==> src/rtl/fetch_unit.sv <==
// fetch_unit: instruction fetch front end. Issues one word request at a time
// to instruction memory, queues returned words with their byte address in a
// two-entry FIFO, and handles branch redirects and jumps, including dropping
// a response that is still in flight when the target changes.
module fetch_unit #(
  parameter logic [31:0] RESET_PC = 32'h0000_0000,
  parameter int          QDEPTH   = 2
) (
  input  logic        clk,
  input  logic        rst,
  output logic        imem_req,
  output logic [11:0] imem_addr,
  input  logic        imem_ack,
  input  logic [31:0] imem_rdata,
  input  logic        stall,
  input  logic        redirect,
  input  logic [31:0] redirect_pc,
  input  logic        jump,
  input  logic [25:0] jump_adr,
  output logic        inst_valid,
  output logic [31:0] inst,
  output logic [31:0] inst_pc,
  output logic [31:0] fetch_pc
);

  // DISCARD means the outstanding response belongs to an abandoned path.
  typedef enum logic {FETCH = 1'b0, DISCARD = 1'b1} state_t;

  state_t      state_reg, state_next;
  logic [31:0] pc_reg, pc_next;
  logic        req_reg, req_next;
  logic [11:0] addr_reg, addr_next;
  logic [1:0]  count_reg, count_next;
  logic        rd_ptr_reg, rd_ptr_next;
  logic        wr_ptr_reg, wr_ptr_next;

  logic [31:0] pc_mem   [0:1];
  logic [31:0] word_mem [0:1];

  logic flush;
  logic ack_ok;
  logic push;
  logic pop;
  logic busy_after;
  logic issue;

  // Target addresses are word aligned, so the low branch-target bits carry nothing.
  logic unused_ok;
  assign unused_ok = &{1'b0, redirect_pc[1:0]};

  // Next-state, queue bookkeeping and request issue decision.
  always_comb begin
    state_next  = state_reg;
    pc_next     = pc_reg;
    count_next  = count_reg;
    rd_ptr_next = rd_ptr_reg;
    wr_ptr_next = wr_ptr_reg;

    flush      = redirect | jump;
    // An ack only means something while a request is actually outstanding.
    ack_ok     = imem_ack & req_reg;
    pop        = (count_reg != 2'd0) & ~stall & ~flush;
    push       = ack_ok & (state_reg == FETCH) & ~flush;
    busy_after = req_reg & ~imem_ack;

    if (redirect) begin
      pc_next = {redirect_pc[31:2], 2'b00};
    end else if (jump) begin
      pc_next = {pc_reg[31:28], jump_adr, 2'b00};
    end else if (push) begin
      pc_next = pc_reg + 32'd4;
    end

    if (flush) begin
      count_next  = 2'd0;
      rd_ptr_next = 1'b0;
      wr_ptr_next = 1'b0;
    end else begin
      count_next  = count_reg + {1'b0, push} - {1'b0, pop};
      rd_ptr_next = rd_ptr_reg ^ pop;
      wr_ptr_next = wr_ptr_reg ^ push;
    end

    // A still-pending request after a target change must be thrown away.
    if (flush) begin
      state_next = busy_after ? DISCARD : FETCH;
    end else if ((state_reg == DISCARD) && ack_ok) begin
      state_next = FETCH;
    end

    // Slots left after this edge (queued plus in flight) decide a new request.
    issue     = ~busy_after & (int'(count_next) < QDEPTH);
    req_next  = busy_after | issue;
    // Address is frozen while a request waits for its ack.
    addr_next = busy_after ? addr_reg : pc_next[13:2];
  end

  // FSM state register.
  always_ff @(posedge clk) begin
    if (!rst) begin
      state_reg <= FETCH;
    end else begin
      state_reg <= state_next;
    end
  end

  // Fetch pointer, request handshake and queue control registers.
  always_ff @(posedge clk) begin
    if (!rst) begin
      pc_reg     <= RESET_PC;
      req_reg    <= 1'b0;
      addr_reg   <= RESET_PC[13:2];
      count_reg  <= 2'd0;
      rd_ptr_reg <= 1'b0;
      wr_ptr_reg <= 1'b0;
    end else begin
      pc_reg     <= pc_next;
      req_reg    <= req_next;
      addr_reg   <= addr_next;
      count_reg  <= count_next;
      rd_ptr_reg <= rd_ptr_next;
      wr_ptr_reg <= wr_ptr_next;
    end
  end

  // Queue storage; contents only matter where the count says they are valid.
  always_ff @(posedge clk) begin
    if (rst && push) begin
      pc_mem[wr_ptr_reg]   <= pc_reg;
      word_mem[wr_ptr_reg] <= imem_rdata;
    end
  end

  assign imem_req   = req_reg;
  assign imem_addr  = addr_reg;
  assign fetch_pc   = pc_reg;
  assign inst_valid = (count_reg != 2'd0);
  // Zero the head when empty so nothing stale is ever visible.
  assign inst       = inst_valid ? word_mem[rd_ptr_reg] : 32'd0;
  assign inst_pc    = inst_valid ? pc_mem[rd_ptr_reg]   : 32'd0;

endmodule
==> config.mk <==
export PLATFORM = sky130hd
export DESIGN_NAME = fetch_unit
export DESIGN_NICKNAME = d
export VERILOG_FILES = /design/src/rtl/fetch_unit.sv
export SDC_FILE = /design/constraint.sdc
export NUM_CORES = 1
export LEC_CHECK = 0
export ABC_AREA = 0
export CORE_MARGIN = 2
export CORE_UTILIZATION = 52
export DETAILED_ROUTE_END_ITERATION = 7
export HOLD_SLACK_MARGIN = 0.06
export PLACE_DENSITY = 0.83
export REMOVE_ABC_BUFFERS = 1
export SYNTH_ARGS = -nofsm -noshare
export SYNTH_HDL_FRONTEND = slang
export SYNTH_SLANG_ARGS = --single-unit
==> constraint.sdc <==
create_clock -name clk -period 10.67 [get_ports clk]
set_clock_uncertainty 0.2 [all_clocks]
set_input_delay 2.6675 -clock clk [delete_from_list [all_inputs] [get_ports clk]]
set_output_delay 2.6675 -clock clk [all_outputs]
set_load 0.05 [all_outputs]
# == Word level (Yosys, flattened, before mapping) ==
# Memory sizes are Yosys's and may differ from the RTL's. A register that Yosys moved wholly into a read port is not among the register bits.
# Cells that the tools add are included.
# op_classes
add_sub_neg,3
magnitude_cmp,1
n_eq_ne,1
n_mux,13
n_bitwise,17
reduce_logical,9
# op_table
cell,n
$mux 32,5
$add 32x3->32 const B,1
$and 1x1->1,7
$mux 1,7
$not 1->1,6
$reduce_bool 2->1,3
$reduce_bool 3->1,1
$reduce_or 3->1,1
$add 2x1->2,1
$logic_and 1x1->1,2
$lt 2x2->1 const B,1
$mux 2,1
$ne 2x2->1 const B,1
$or 1x1->1,2
$reduce_and 2->1,1
$reduce_or 2->1,1
$sub 2x1->2,1
$xor 1x1->1,2
# word_totals
regBits,50
ramBits,128
input_bits,96
word_cells,56
memories,2
# memory_table
memory,words,word_bits,rd,rd_clocked_by_memory_dff,wr,line,rtl
pc_mem,2,32,1,1,1,37,logic [31:0] pc_mem [0:1];
word_mem,2,32,1,1,1,38,logic [31:0] word_mem [0:1];

# == Longest topological paths before layout ==
# logic_depth
ltp_word,9
ltp_mapped,10

# == Least setup slack after synthesis ==
# OpenSTA, ideal clock, no wires.
# synth_path
path_type,input to register
from,input jump
to,memory pc_mem[0][10] (enable)
arrival_time_ns,7.465
required_ns,9.911
setup_slack_ns,2.446
cell_stages,3
path_cell_list,nor2_1 -> nand2_1 -> nor3_1
# synth_via
elab_chain_len,6
# synth_rtl
element,line,rtl
start: declaration,18,"input logic jump,"
$or 1x1->1,59,flush = redirect | jump;
$not 1->1,63,push = ack_ok & (state_reg == FETCH) & ~flush;
$and 1x1->1,63,
$logic_and 1x1->1,128,if (rst && push) begin
$mux 1,128,
$mux 1 (not written as such),129,pc_mem[wr_ptr_reg] <= pc_reg;
end: declaration,37,
# Every way passes these cells.

==> impl_metrics.csv <==
group,metric,value,unit
global_route,gr-usage-met3,0.0581,
cells_and_area,largest_reg_flops,64,
floorplanning,fp-row-count,43,
synth,synth-seq-cells,172,
synth,syn_avg_cell_area,12.2,um2
floorplanning,core,13800,um2
routing,vias_per_cell,5.77,
cells_and_area,fin_nets,892,
floorplanning,die_y,123,um
global_route,grt_pass1_vias,5627,
pwr,peakVddDrop,131,uV
pwr,power_density,149,nW/um2
critical_path,cp_data_arrival_time,2.78,ns
sta,hold_slack,0.286,ns
clocking,htree_levels,4,
clocking,clockBufferDepth,2,
cells_and_area,diodes,0,
clocking,cts_sinks,172,
critical_path,r2r_slack,7.72,ns
global_route,grt_use_total,0.248,
synth,ys.flop_type,"edfxtp_1",
sta,final_hold_viol_count,0,
pwr,leakage,0.00325,uW
global_route,busiest_layer,"met2",
routing,drt_iter0_markers,625,
critical_path,reg2regPathDepth,4,
synth,syn_inst,600,
routing,drt_pass1_iterations,5,
clocking,cts_resized,0,
cells_and_area,fin_util,0.727,
sta,tns,0,ns
critical_path,cp-start-kind,"register",
global_route,grt_use_met1,0.298,
clocking,path_clk_slew,0.06,ns
routing,routed_wirelength,18500,um
sta,setup_viol,0,
sta,fin_crit_sh,0.529,
global_route,grtUsageMet2,0.421,
cells_and_area,regMostFlops,"word_mem",
synth,yosysSeqAreaShare,0.639,
critical_path,cp-end-kind,"primary output",
critical_path,worstSetupPathType,"register to primary output",
place,dpl.hpwl,12400,um
synth,synth-edff-count,124,
routing,postRouteAntennaNets,0,
clocking,postCtsSetupBuffers,0,
place,place.gp.congestion,0.862,
clocking,cts_hold_buffers,0,
place,port_buffers,199,
floorplanning,die_w,123,um
clocking,cts_made_buffers,17,
global_route,antenna_found_initial,0,
sta,slew_headroom,0.233,
floorplanning,io_pins,206,
outcome,outcome,"completed",
hold_path,hold_depth,2,
synth,ys_warn_count,0,
critical_path,r2r_end,"word_mem[1][23]",
run,maxCapViolations,0,
sta,maxSlewViolCount,0,
global_route,grt_pass1_wl,28200,um
floorplanning,die_area,15100,um2
hold_path,min_to,"imem_addr[5]",
sta,rsz0062_at_grt,"no",
sta,min_period,5.65,ns
cells_and_area,drive_above_1_share,0.0620,
sta,clock.fmax,0.177,GHz
routing,dr_total_vias,5690,
critical_path,timing.rr.start,"imem_req",
critical_path,crit_fanout,63,
routing,drcViolationCount,0,
floorplanning,start_util,0.531,
routing,wire_per_inst,18.8,um
clocking,clock-root-buffer,"clkbuf_16",
sta,tightest_slew,1.15,ns
synth,syn_area,7340,um2
hold_path,hp-start,"imem_addr[5]",
clocking,clkLatencyLatePin,0.43,ns
cells_and_area,areaGrowthSynthToFinish,37.0,%
clocking,cts_tree,"yes",
synth,async_flop_share,0,
synth,synth_cell_types,57,
hold_path,min-delay-path-class,"register to register",
global_route,overflow,0,
global_route,grt_max_degree,64,
critical_path,required,7.80,ns
## cell type report
class	instances	area (um2)
flip-flops and latches	172	4690
fillers	921	3780
multi-input cells	383	2470
repair buffers	208	2060
clock buffers	21	440
well taps	180	225
clock inverters	11	121
inverters	11	41.3
## critical path, cell delays in order (launching register included)
cell	delay, ns
dfxtp_4	1.12
mux2i_1	0.23
nor2_1	0.16
clkdlybuf4s50_1	0.82
## cells by family after synthesis
kind of cell | synth area share
XOR/XNOR | 0.0251
multiplexers | 0.0861
flip-flops | 0.639
other | 0.000511
AO/OA/AOI/OAI | 0.0894
AND/OR/NAND/NOR | 0.126
adder cells (fa/ha/maj) | 0.00512
buffers and inverters | 0.0288
## cell usage in the layout (no fill, tap or decap), types with 3 or more instances in the layout
cell type	count
xnor2_1	14
clkbuf_16	17
dfxtp_1	47
and4_1	4
nand3b_1	3
o211ai_1	4
a211o_1	3
nand3_1	13
clkinvlp_4	4
a21oi_1	27
a31oi_1	4
xor2_1	7
clkdlybuf4s50_1	199
nor2_1	90
clkbuf_1	4
edfxtp_1	124
mux2i_1	62
o21ai_0	19
nor3b_1	3
nand2_1	30
ha_1	3
buf_4	9
nand4_1	7
conb_1	4
o22ai_1	11
nor3_1	9
a222oi_1	8
inv_1	11
or3_1	3
a22oi_1	8
nor4_1	9
## cells in the mapped netlist, types with 4 or more instances
cell type | instances | area [um2]
a21oi_1 | 27 | 135
a222oi_1 | 8 | 80.1
a22oi_1 | 8 | 60.1
a31oi_1 | 4 | 25.0
and4_1 | 4 | 35.0
buf_4 | 4 | 30.0
clkbuf_1 | 28 | 105
dfxtp_1 | 48 | 961
edfxtp_1 | 124 | 3720
inv_1 | 11 | 41.3
mux2i_1 | 62 | 621
nand2_1 | 30 | 113
nand3_1 | 13 | 65.1
nand4_1 | 7 | 43.8
nor2_1 | 92 | 345
nor3_1 | 10 | 50.1
nor4_1 | 9 | 56.3
o211ai_1 | 4 | 30.0
o21ai_0 | 19 | 95.1
o22ai_1 | 11 | 68.8
xnor2_1 | 14 | 123
xor2_1 | 7 | 61.3
## how the worst max path moves through the flow
stage	from	slack, ns	end
after floorplan	jump	2.13	pc_mem[0][10]
after global routing	rd_ptr_reg	4.86	inst[24]
after CTS	rd_ptr_reg	5.00	inst[24]
after global placement	imem_ack	5.06	word_mem[1][14]
after detailed placement	jump	4.95	word_mem[1][14]
final	rd_ptr_reg	5.02	inst[24]
## metrics by stage
step           instance area [um2]  worst slack, ns  cells  total power (uW)
6_report                     10000             5.02    986              1500
3_5_place_dp                  9490             4.95    954               922
5_1_grt                      10000             4.86    986              1550
3_3_place_gp                  9490             5.06    954               918
2_1_floorplan                 7180             2.13    566               840
4_1_cts                      10000             5.00    986              1510
## metal layers
metal  vias to the layer above  share of wire  wire [um]
met3                        55          0.086       1590
met4                         0          0.035        654
met5                         -              0          0
met2                       309           0.50       9210
met1                      2684           0.38       7080
li1                       2642              -          -
## power breakdown
part           leakage [uW]  switching (uW)  internal, uW
Clock              0.000261             247           343
Sequential          0.00155            18.8           730
Combinational       0.00145            92.9          68.7
Total               0.00325             358          1140
Power figures use the tool's default switching activity.
